<file path="config.mk">
export PLATFORM = sky130hd
export DESIGN_NAME = mem_lsu_flat
export DESIGN_NICKNAME = d
export VERILOG_FILES = /design/src/rtl/mem_pkg.sv /design/src/rtl/mem_lsu_if.sv /design/src/rtl/lsu_sat_counter.sv /design/src/rtl/mem_lsu.sv /design/src/flat_wrapper.sv
export SDC_FILE = /design/constraint.sdc
export NUM_CORES = 1
export LEC_CHECK = 0
export CAP_MARGIN = 10
export CORE_ASPECT_RATIO = 0.5
export CORE_MARGIN = 5
export CORE_UTILIZATION = 37
export DETAILED_ROUTE_END_ITERATION = 8
export GPL_ROUTABILITY_DRIVEN = 1
export HOLD_SLACK_MARGIN = 0.02
export PLACE_DENSITY = 0.83
export SLEW_MARGIN = 20
export SYNTH_ARGS = -nofsm -noshare
export SYNTH_HDL_FRONTEND = slang
export SYNTH_HIERARCHICAL = 1
export SYNTH_SLANG_ARGS = --single-unit
</file>
<file path="constraint.sdc">
create_clock -name clk -period 5.4 [get_ports clk]
set_clock_uncertainty 0.2 [all_clocks]
set_input_delay 1.35 -clock clk [delete_from_list [all_inputs] [get_ports clk]]
set_output_delay 1.35 -clock clk [all_outputs]
set_load 0.02 [all_outputs]
</file>
<file path="src/rtl/mem_pkg.sv">
// -----------------------------------------------------------------------------
// mem_pkg
// Shared definitions for the load/store unit and its data-memory port.
//   DATA_W : data word width
//   ADDR_W : request and memory address width
//   DEPTH  : number of memory words, valid word addresses are 0..DEPTH-1
//   state_e: LSU controller states
// -----------------------------------------------------------------------------
package mem_pkg;

    localparam int DATA_W = 32;
    localparam int ADDR_W = 32;
    localparam int DEPTH  = 32;

    typedef enum logic [2:0] {
        IDLE = 3'd0,
        RD   = 3'd1,
        CAP  = 3'd2,
        WR   = 3'd3,
        RESP = 3'd4
    } state_e;

endpackage

</file>
<file path="src/rtl/mem_lsu_if.sv">
// -----------------------------------------------------------------------------
// mem_lsu_if
// Bundles the request/response handshake and the data-memory port of the LSU.
//   master : the LSU itself (accepts requests, drives responses and the
//            memory strobes/address/data, receives MEM_RDATA)
//   slave  : the environment (execute stage plus data memory)
// -----------------------------------------------------------------------------
interface mem_lsu_if;
    import mem_pkg::*;

    logic              REQ_VALID;
    logic              REQ_READY;
    logic              REQ_WRITE;
    logic [ADDR_W-1:0] REQ_ADDR;
    logic [DATA_W-1:0] REQ_WDATA;

    logic              RESP_VALID;
    logic              RESP_READY;
    logic [DATA_W-1:0] RESP_RDATA;
    logic              RESP_ERR;

    logic [ADDR_W-1:0] MEM_ADDR;
    logic [DATA_W-1:0] MEM_WDATA;
    logic              MEM_WEN;
    logic              MEM_REN;
    logic              WRITE_MF;
    logic [DATA_W-1:0] MEM_RDATA;

    modport master (
        input  REQ_VALID, REQ_WRITE, REQ_ADDR, REQ_WDATA, RESP_READY, MEM_RDATA,
        output REQ_READY, RESP_VALID, RESP_RDATA, RESP_ERR,
               MEM_ADDR, MEM_WDATA, MEM_WEN, MEM_REN, WRITE_MF
    );

    modport slave (
        output REQ_VALID, REQ_WRITE, REQ_ADDR, REQ_WDATA, RESP_READY, MEM_RDATA,
        input  REQ_READY, RESP_VALID, RESP_RDATA, RESP_ERR,
               MEM_ADDR, MEM_WDATA, MEM_WEN, MEM_REN, WRITE_MF
    );

endinterface

</file>
<file path="src/rtl/lsu_sat_counter.sv">
// -----------------------------------------------------------------------------
// lsu_sat_counter
// Saturating up-counter used for the completed-transaction count.
//   clk    : clock, rising edge
//   rst_n  : asynchronous active-low clear
//   inc_en : add one at the next edge unless already all-ones
//   count  : current count
// -----------------------------------------------------------------------------
module lsu_sat_counter #(
    parameter int CNT_W = 16
) (
    input  logic             clk,
    input  logic             rst_n,
    input  logic             inc_en,
    output logic [CNT_W-1:0] count
);

    logic [CNT_W-1:0] count_q;
    logic [CNT_W-1:0] count_d;

    // Holds at all-ones instead of wrapping back to zero.
    always_comb begin
        count_d = count_q;
        if (inc_en && (count_q != {CNT_W{1'b1}})) begin
            count_d = count_q + CNT_W'(1);
        end
    end

    always_ff @(posedge clk or negedge rst_n) begin
        if (!rst_n) begin
            count_q <= '0;
        end else begin
            count_q <= count_d;
        end
    end

    assign count = count_q;

endmodule

</file>
<file path="src/rtl/mem_lsu.sv">
// -----------------------------------------------------------------------------
// mem_lsu
// Load/store initiator between the execute stage and a word-addressed data
// memory with 1-cycle registered read latency. One request in flight at a
// time; every request gets exactly one response, held until RESP_READY.
//   clk       : clock, rising edge
//   rst_n     : asynchronous active-low reset
//   bus       : request/response handshake and memory port (master view)
//   TXN_COUNT : number of completed responses, saturating at all-ones
// Out-of-range addresses (>= DEPTH) are answered with RESP_ERR and never
// strobe the memory.
// -----------------------------------------------------------------------------
module mem_lsu
    import mem_pkg::*;
#(
    parameter int CNT_W = 16
) (
    input  logic             clk,
    input  logic             rst_n,
    mem_lsu_if.master        bus,
    output logic [CNT_W-1:0] TXN_COUNT
);

    state_e            state_q,      state_d;
    logic [ADDR_W-1:0] mem_addr_q,   mem_addr_d;
    logic [DATA_W-1:0] mem_wdata_q,  mem_wdata_d;
    logic              mem_wen_q,    mem_wen_d;
    logic              mem_ren_q,    mem_ren_d;
    logic              write_mf_q,   write_mf_d;
    logic              resp_valid_q, resp_valid_d;
    logic              resp_err_q,   resp_err_d;
    logic [DATA_W-1:0] resp_rdata_q, resp_rdata_d;

    logic              addr_oob;
    logic              resp_done;

    // Unsigned compare over the full address width.
    assign addr_oob  = (bus.REQ_ADDR >= ADDR_W'(DEPTH));
    assign resp_done = (state_q == RESP) && bus.RESP_READY;

    // Next-state and next-output logic. MEM_ADDR/MEM_WDATA are only loaded
    // on accept so they keep their last value while no strobe is active.
    always_comb begin
        state_d      = state_q;
        mem_addr_d   = mem_addr_q;
        mem_wdata_d  = mem_wdata_q;
        mem_wen_d    = mem_wen_q;
        mem_ren_d    = mem_ren_q;
        write_mf_d   = write_mf_q;
        resp_valid_d = resp_valid_q;
        resp_err_d   = resp_err_q;
        resp_rdata_d = resp_rdata_q;

        case (state_q)
            IDLE: begin
                if (bus.REQ_VALID) begin
                    if (addr_oob) begin
                        state_d      = RESP;
                        resp_valid_d = 1'b1;
                        resp_err_d   = 1'b1;
                        resp_rdata_d = '0;
                    end else if (bus.REQ_WRITE) begin
                        state_d     = WR;
                        mem_addr_d  = bus.REQ_ADDR;
                        mem_wdata_d = bus.REQ_WDATA;
                        mem_wen_d   = 1'b1;
                        write_mf_d  = 1'b1;
                    end else begin
                        state_d    = RD;
                        mem_addr_d = bus.REQ_ADDR;
                        mem_ren_d  = 1'b1;
                    end
                end
            end
            RD: begin
                // The memory samples MEM_REN at this edge; data is on
                // MEM_RDATA during CAP.
                state_d   = CAP;
                mem_ren_d = 1'b0;
            end
            CAP: begin
                state_d      = RESP;
                resp_rdata_d = bus.MEM_RDATA;
                resp_valid_d = 1'b1;
                resp_err_d   = 1'b0;
            end
            WR: begin
                state_d      = RESP;
                mem_wen_d    = 1'b0;
                write_mf_d   = 1'b0;
                resp_valid_d = 1'b1;
                resp_err_d   = 1'b0;
                resp_rdata_d = '0;
            end
            RESP: begin
                if (bus.RESP_READY) begin
                    state_d      = IDLE;
                    resp_valid_d = 1'b0;
                    resp_err_d   = 1'b0;
                end
            end
            default: begin
                state_d      = IDLE;
                mem_wen_d    = 1'b0;
                mem_ren_d    = 1'b0;
                write_mf_d   = 1'b0;
                resp_valid_d = 1'b0;
                resp_err_d   = 1'b0;
            end
        endcase
    end

    // Reset clears every strobe asynchronously, so a store still waiting
    // in WR is never written and a pending response is dropped.
    always_ff @(posedge clk or negedge rst_n) begin
        if (!rst_n) begin
            state_q      <= IDLE;
            mem_addr_q   <= '0;
            mem_wdata_q  <= '0;
            mem_wen_q    <= 1'b0;
            mem_ren_q    <= 1'b0;
            write_mf_q   <= 1'b0;
            resp_valid_q <= 1'b0;
            resp_err_q   <= 1'b0;
            resp_rdata_q <= '0;
        end else begin
            state_q      <= state_d;
            mem_addr_q   <= mem_addr_d;
            mem_wdata_q  <= mem_wdata_d;
            mem_wen_q    <= mem_wen_d;
            mem_ren_q    <= mem_ren_d;
            write_mf_q   <= write_mf_d;
            resp_valid_q <= resp_valid_d;
            resp_err_q   <= resp_err_d;
            resp_rdata_q <= resp_rdata_d;
        end
    end

    lsu_sat_counter #(
        .CNT_W (CNT_W)
    ) u_txn_count (
        .clk    (clk),
        .rst_n  (rst_n),
        .inc_en (resp_done),
        .count  (TXN_COUNT)
    );

    // REQ_READY is gated by rst_n so it is low for the whole reset period.
    assign bus.REQ_READY  = rst_n && (state_q == IDLE);
    assign bus.RESP_VALID = resp_valid_q;
    assign bus.RESP_ERR   = resp_err_q;
    assign bus.RESP_RDATA = resp_rdata_q;
    assign bus.MEM_ADDR   = mem_addr_q;
    assign bus.MEM_WDATA  = mem_wdata_q;
    assign bus.MEM_WEN    = mem_wen_q;
    assign bus.MEM_REN    = mem_ren_q;
    assign bus.WRITE_MF   = write_mf_q;

endmodule

</file>
<file path="src/flat_wrapper.sv">
// flat-port wrapper written by rule: the top's interface ports become plain ports
module mem_lsu_flat import mem_pkg::*;
#(
    parameter int CNT_W = 16
)
  (clk, rst_n, TXN_COUNT, bus_REQ_VALID, bus_REQ_WRITE, bus_REQ_ADDR, bus_REQ_WDATA, bus_RESP_READY, bus_MEM_RDATA, bus_REQ_READY, bus_RESP_VALID, bus_RESP_RDATA, bus_RESP_ERR, bus_MEM_ADDR, bus_MEM_WDATA, bus_MEM_WEN, bus_MEM_REN, bus_WRITE_MF);
  mem_lsu_if bus_i ();
  input  logic clk;
  input  logic rst_n;
  output logic [CNT_W-1:0] TXN_COUNT;
  input wire logic [$bits(bus_i.REQ_VALID)-1:0] bus_REQ_VALID;
  input wire logic [$bits(bus_i.REQ_WRITE)-1:0] bus_REQ_WRITE;
  input wire logic [$bits(bus_i.REQ_ADDR)-1:0] bus_REQ_ADDR;
  input wire logic [$bits(bus_i.REQ_WDATA)-1:0] bus_REQ_WDATA;
  input wire logic [$bits(bus_i.RESP_READY)-1:0] bus_RESP_READY;
  input wire logic [$bits(bus_i.MEM_RDATA)-1:0] bus_MEM_RDATA;
  output wire logic [$bits(bus_i.REQ_READY)-1:0] bus_REQ_READY;
  output wire logic [$bits(bus_i.RESP_VALID)-1:0] bus_RESP_VALID;
  output wire logic [$bits(bus_i.RESP_RDATA)-1:0] bus_RESP_RDATA;
  output wire logic [$bits(bus_i.RESP_ERR)-1:0] bus_RESP_ERR;
  output wire logic [$bits(bus_i.MEM_ADDR)-1:0] bus_MEM_ADDR;
  output wire logic [$bits(bus_i.MEM_WDATA)-1:0] bus_MEM_WDATA;
  output wire logic [$bits(bus_i.MEM_WEN)-1:0] bus_MEM_WEN;
  output wire logic [$bits(bus_i.MEM_REN)-1:0] bus_MEM_REN;
  output wire logic [$bits(bus_i.WRITE_MF)-1:0] bus_WRITE_MF;
  assign bus_i.REQ_VALID = bus_REQ_VALID;
  assign bus_i.REQ_WRITE = bus_REQ_WRITE;
  assign bus_i.REQ_ADDR = bus_REQ_ADDR;
  assign bus_i.REQ_WDATA = bus_REQ_WDATA;
  assign bus_i.RESP_READY = bus_RESP_READY;
  assign bus_i.MEM_RDATA = bus_MEM_RDATA;
  assign bus_REQ_READY = bus_i.REQ_READY;
  assign bus_RESP_VALID = bus_i.RESP_VALID;
  assign bus_RESP_RDATA = bus_i.RESP_RDATA;
  assign bus_RESP_ERR = bus_i.RESP_ERR;
  assign bus_MEM_ADDR = bus_i.MEM_ADDR;
  assign bus_MEM_WDATA = bus_i.MEM_WDATA;
  assign bus_MEM_WEN = bus_i.MEM_WEN;
  assign bus_MEM_REN = bus_i.MEM_REN;
  assign bus_WRITE_MF = bus_i.WRITE_MF;
  mem_lsu #(.CNT_W(CNT_W)) u_core (.clk(clk), .rst_n(rst_n), .bus(bus_i), .TXN_COUNT(TXN_COUNT));
endmodule
</file>
After elaboration in Yosys (flattened, before gate mapping)
Index checks and enable logic that the tools add are counted.
{"block": "op_classes", "add_sub_neg": 1, "n_lt_le_gt_ge": 1, "eq_ne": 11, "muxes": 21, "n_bitwise": 4, "reduce_logical": 15}
{"operator": "32-bit one-hot mux with 3 select lines", "count": 1}
{"operator": "32-bit 2-to-1 mux", "count": 2}
{"operator": "32-bit by 6-bit >= comparator with 1-bit output (second input constant)", "count": 1}
{"operator": "16-bit by 1-bit adder with 16-bit output (second input constant)", "count": 1}
{"operator": "16-bit != test (second input constant)", "count": 1}
{"operator": "4-bit AND reduction", "count": 4}
{"operator": "3-bit one-hot mux with 4 select lines", "count": 1}
{"operator": "2-bit != test (second input constant)", "count": 5}
{"operator": "1-bit 2-to-1 mux", "count": 9}
{"operator": "3-bit 2-to-1 mux", "count": 3}
{"operator": "3-bit by 2-bit == test with 1-bit output (second input constant)", "count": 2}
{"operator": "3-bit AND reduction", "count": 2}
{"operator": "3-bit OR reduction", "count": 2}
{"operator": "1-bit inverter", "count": 4}
{"operator": "1-bit one-hot mux with 2 select lines", "count": 2}
{"operator": "1-bit one-hot mux with 4 select lines", "count": 1}
{"operator": "3-bit by 1-bit == test with 1-bit output (second input constant)", "count": 1}
{"operator": "3-bit == test (second input constant)", "count": 1}
{"operator": "1-bit logical AND", "count": 3}
{"operator": "3-bit logical NOT", "count": 1}
{"operator": "1-bit one-hot mux with 3 select lines", "count": 1}
{"operator": "3-bit nonzero test", "count": 1}
{"operator": "2-bit 2-to-1 mux", "count": 1}
{"operator": "2-bit by 1-bit != test with 1-bit output (second input constant)", "count": 1}
{"operator": "other kinds (2)", "count": 2}
{"block": "word_totals", "register_bits": 119, "inputBits": 101, "output_inout_bits": 118, "word_cells": 62}

Depth between registers and ports, before layout
{"block": "logic_depth", "word_depth": 4, "depth_mapped": 7, "depth_no_buf": 6}

Hierarchy
Netlist, hierarchy kept.
{"mod": "mem_lsu", "instances": 1, "cells_each": 258, "area_per_inst_um2": 3927.5, "seq_area_each_um2": 2577.5}
{"mod": "lsu_sat_counter", "instances": 1, "cells_each": 72, "area_per_inst_um2": 859.6, "seq_area_each_um2": 400.4}

Worst setup path before layout
Ideal clock, no wire load.
{"block": "synth_timing", "kind": "input-to-output", "start": "in rst_n", "end": "out bus_REQ_READY", "t_arrival_ns": 2.064, "required_time_ns": 3.850, "path_slack_ns": 1.786, "stages": 1, "path_cell_list": "nor4b_1"}
{"block": "synth_between", "elab_chain_cells": 1}
{"element": "start: declaration", "line": "flat_wrapper.sv:9", "text": "input logic rst_n;"}
{"element": "1-bit logical AND", "line": "mem_lsu.sv:149", "text": "assign bus.REQ_READY = rst_n && (state_q == IDLE);"}
{"element": "end: declaration", "line": "flat_wrapper.sv:17", "text": "output wire logic [$bits(bus_i.REQ_READY)-1:0] bus_REQ_READY;"}
Every way passes these cells.

Worst setup path after layout
{"block": "layout_timing", "start": "in bus_REQ_ADDR[23]", "end": "reg u_core.mem_wdata_q[1] (netlist: u_core/bus.MEM_WDATA[1])"}
{"block": "layout_between", "elab_chain_cells": 3}
{"element": "start: declaration", "line": "flat_wrapper.sv:13", "text": "input wire logic [$bits(bus_i.REQ_ADDR)-1:0] bus_REQ_ADDR;"}
{"element": "32-bit by 6-bit >= comparator with 1-bit output", "line": "mem_lsu.sv:38", "text": "assign addr_oob = (bus.REQ_ADDR >= ADDR_W'(DEPTH));"}
{"element": "1-bit inverter (no source line)"}
{"element": "4-bit AND reduction (no source line)"}
{"element": "end signal: assignment", "line": "mem_lsu.sv:129", "text": "mem_wdata_q <= mem_wdata_d;"}
{"element": "end: declaration", "line": "mem_lsu.sv:26", "text": "logic [DATA_W-1:0] mem_wdata_q, mem_wdata_d;"}
Every way passes these cells.
A chain may end at the register's enable or synchronous reset.

==> flow_metrics.env <==
export IMPL_status="completed"
export IMPL_finalSetupViolCount=0
export IMPL_yosysSeqAreaShare_pct=62.21
export IMPL_port_buffers=218
export IMPL_synth_cell_type_count=49
export IMPL_timing_slew_headroom_pct=32.72
export IMPL_die_width_um=170.9
export IMPL_r2r_end="u_core/bus.MEM_WDATA[1]"
export IMPL_core_um2=12660
export IMPL_dieArea_um2=15450
export IMPL_synthArstFlopShare_pct=100.0
export IMPL_dp_hpwl_um=10330
export IMPL_drive_gt1_share_pct=14.91
export IMPL_cts_tree="yes"
export IMPL_route_detailed_drc=0
export IMPL_start_kind="input pin"
export IMPL_crit_type="in -> reg"
export IMPL_grt_use_total_pct=18.25
export IMPL_crit_family="simple AND/OR/NAND/NOR gates"
export IMPL_rr_startpoint="u_core/state_q[2]"
export IMPL_synth_seq_cells=119
export IMPL_via_count=3614
export IMPL_met2WireLength_um=7614
export IMPL_synthCells=330
export IMPL_finalHoldViolations=0
export IMPL_ff2ff_path_depth=4
export IMPL_slowest_delay_ns=1.25
export IMPL_holdPathEnd="u_core/bus.MEM_ADDR[1]"
export IMPL_hp_class="reg -> reg"
export IMPL_rsz0062_at_grt="no"
export IMPL_routedWlPerCell_um=18.92
export IMPL_row_count=29
export IMPL_clk_latency_ns=0.40
export IMPL_cts_sinks=119
export IMPL_first_pass_iters=5
export IMPL_cpMaxStageDelayCell="or4_2"
export IMPL_ant_nets=0
export IMPL_finalSetupTns_ns=0
export IMPL_cts_resized=0
export IMPL_cts_buffer_depth=2
export IMPL_worstPathBufferInverterCount=1
export IMPL_areaGrowthSynthToFinish_pct=62.28
export IMPL_drv_cap=0
export IMPL_cp_cell_sequence="clkdlybuf4s50_1, nor4_1, nand4_1, or4_2, mux2_1"
export IMPL_r2r_slack_ns=2.46
export IMPL_ios=219
export IMPL_grt_antenna_before_repair=0
export IMPL_worstHoldStart="u_core/bus.MEM_ADDR[1]"
export IMPL_postCtsHoldBufs=0
export IMPL_cts_clk_slew_worst_paths_ns=0.05
export IMPL_syn_mean_instance_area_um2=14.51
export IMPL_power_density_nw_per_um2=302.6
export IMPL_grt_max_degree=63
export IMPL_drt_wl_total_um=14000
export IMPL_min_period_over_period_pct=76.83
export IMPL_stdcell_count=740
export IMPL_worstPathMaxFanout=33
export IMPL_required_ns=5.47
export IMPL_crit_path_end_kind="flop"
export IMPL_ys_warnings_count=6
export IMPL_syn_nets=432
export IMPL_start_util_pct=37.80
export IMPL_die_y_um=90.43
export IMPL_globalRouteOverflowTotal=0
export IMPL_diodes=0
export IMPL_syn_area_um2=4787
export IMPL_cts_setup_buffers=0
export IMPL_fmax_ghz=0.2410
export IMPL_post_drt_via_cell_ratio=4.884
export IMPL_peakVddDrop_mv=0.2214
export IMPL_highest_layer="met4"
export IMPL_slew_viol_final=0
export IMPL_worstHoldPathCells=1
export IMPL_cts_buffers=17
export IMPL_place_inst=709
export IMPL_n_fill_cell=975
export IMPL_grt_pass1_vias=3831
export IMPL_worstMarginPinSlew_ns=1.009
export IMPL_power_leakage_nw=3.610
export IMPL_htree_levels=4
export IMPL_dr_wl_met3_um=475
export IMPL_gp_congestion=0.8530
export IMPL_synth_ff_type="dfrtp_1"
export IMPL_cts_root_buf="clkbuf_16"
export IMPL_final_nets=660
export IMPL_initialDrtViolationCount=196
export IMPL_worst_ep_arrival_time_ns=4.22
export IMPL_grt_pass1_wl_um=21880
export IMPL_min_period_ns=4.149
export IMPL_wl_met1_um=5573
export IMPL_synth_edf_count=0
## cells in the final DEF (no fill, tap or decap), types with 5 or more instances in the layout
master           count
a22o_1              32
buf_4                7
clkbuf_16           17
clkdlybuf4s50_1    217
clkinv_2             7
dfrtp_1            119
mux2_1               9
mux2_4              29
nand2_1             10
nand3_1              7
nand4_1              9
nor2_1               7
nor2b_1             28
o21a_1               6
xnor2_1              5
## metal layers
metal,GRT usage (%),vias to the layer above
met2,32.29,89
li1,-,1670
met4,7.581,0
met5,0,-
met3,3.629,31
met1,21.69,1824
## flip-flops by register name, summed over array words and instances, names as in the netlist
register	cells
u_core/bus.MEM_WDATA	32
u_core/bus.WRITE_MF	1
u_core/state_q	3
u_core/bus.MEM_ADDR	32
u_core/bus.MEM_REN	1
u_core/bus.RESP_VALID	1
u_core/bus.RESP_RDATA	32
u_core/bus.RESP_ERR	1
u_core/u_txn_count/count	16
## layout make-up
type	count	area (µm²)	area share [%]
sequential	119	2978	38.33
clock buffer	21	480.5	6.185
tap	170	212.7	2.738
clock inverter	10	125.1	1.611
timing repair buffer	224	2225	28.64
inverter	2	7.507	0.09663
multi-input combinational	194	1740	22.40
## worst max-delay path by stage
stage          slack [ns]  cells past startpoint              from                      end
6_report             1.25                      5  bus_REQ_ADDR[23]  u_core/bus.MEM_WDATA[1]
5_1_grt              1.20                      5  bus_REQ_ADDR[23]  u_core/bus.MEM_WDATA[1]
4_1_cts              1.29                      5  bus_REQ_ADDR[23]  u_core/bus.MEM_WDATA[1]
3_5_place_dp         0.87                      5  bus_REQ_ADDR[23]  u_core/bus.MEM_WDATA[0]
3_3_place_gp         0.88                      5  bus_REQ_ADDR[23]  u_core/bus.MEM_WDATA[0]
2_1_floorplan        1.79                      1             rst_n            bus_REQ_READY
## worst reg2reg max path, cell delays in order (launching register included)
cell	delay, ns
dfrtp_1	0.47
nor2_1	0.27
nand3b_1	0.26
or4_2	1.11
mux2_1	0.51
## through the flow
step	hold WS [ns]	instance area, µm²	util [%]	total power [mW]	worst slack [ns]
global placement	0.2666	7163	56.57	1.202	0.8767
detailed placement	0.2741	7163	56.57	1.211	0.8682
finish	0.2821	7769	61.35	2.351	1.251
CTS	0.2859	7769	61.35	2.378	1.288
floorplan	0.3610	4787	-	1.044	1.786
global route	0.3099	7769	61.35	2.444	1.201
## synth_stat cells (2+ instances only)
cell type,instances,area [µm²]
o21ai_0,3,15.01
mux2_4,29,435.4
o21a_1,6,45.04
dfrtp_1,119,2978
a21oi_1,4,20.02
nor4_1,4,25.02
and3_1,3,18.77
a31oi_1,3,18.77
nand4_1,9,56.30
o21ai_1,3,15.01
clkbuf_1,9,33.78
buf_6,3,33.78
a22o_1,32,280.3
buf_2,2,10.01
inv_1,2,7.510
nand3_1,7,35.03
nor2_1,8,30.03
nor4_4,2,42.54
mux2_1,9,101.4
xnor2_1,5,43.79
nor2b_1,28,175.2
nand2_1,10,37.54
nor4_2,3,37.54
xor2_1,2,17.52
## cell families after synthesis
group | Yosys count | synth area share [%]
compound gates | 57 | 9.697
xor+xnor | 7 | 1.281
fa+ha+maj | 1 | 0.2613
buf+inv | 17 | 1.934
flops | 119 | 62.21
mux | 38 | 11.21
simple gates | 91 | 13.41
## where the power goes
part,internal (mW),switching [mW]
Sequential,0.915,0.0368
Clock,0.766,0.390
Combinational,0.130,0.112
Total,1.81,0.539
(Power assumes the default switching activity.)
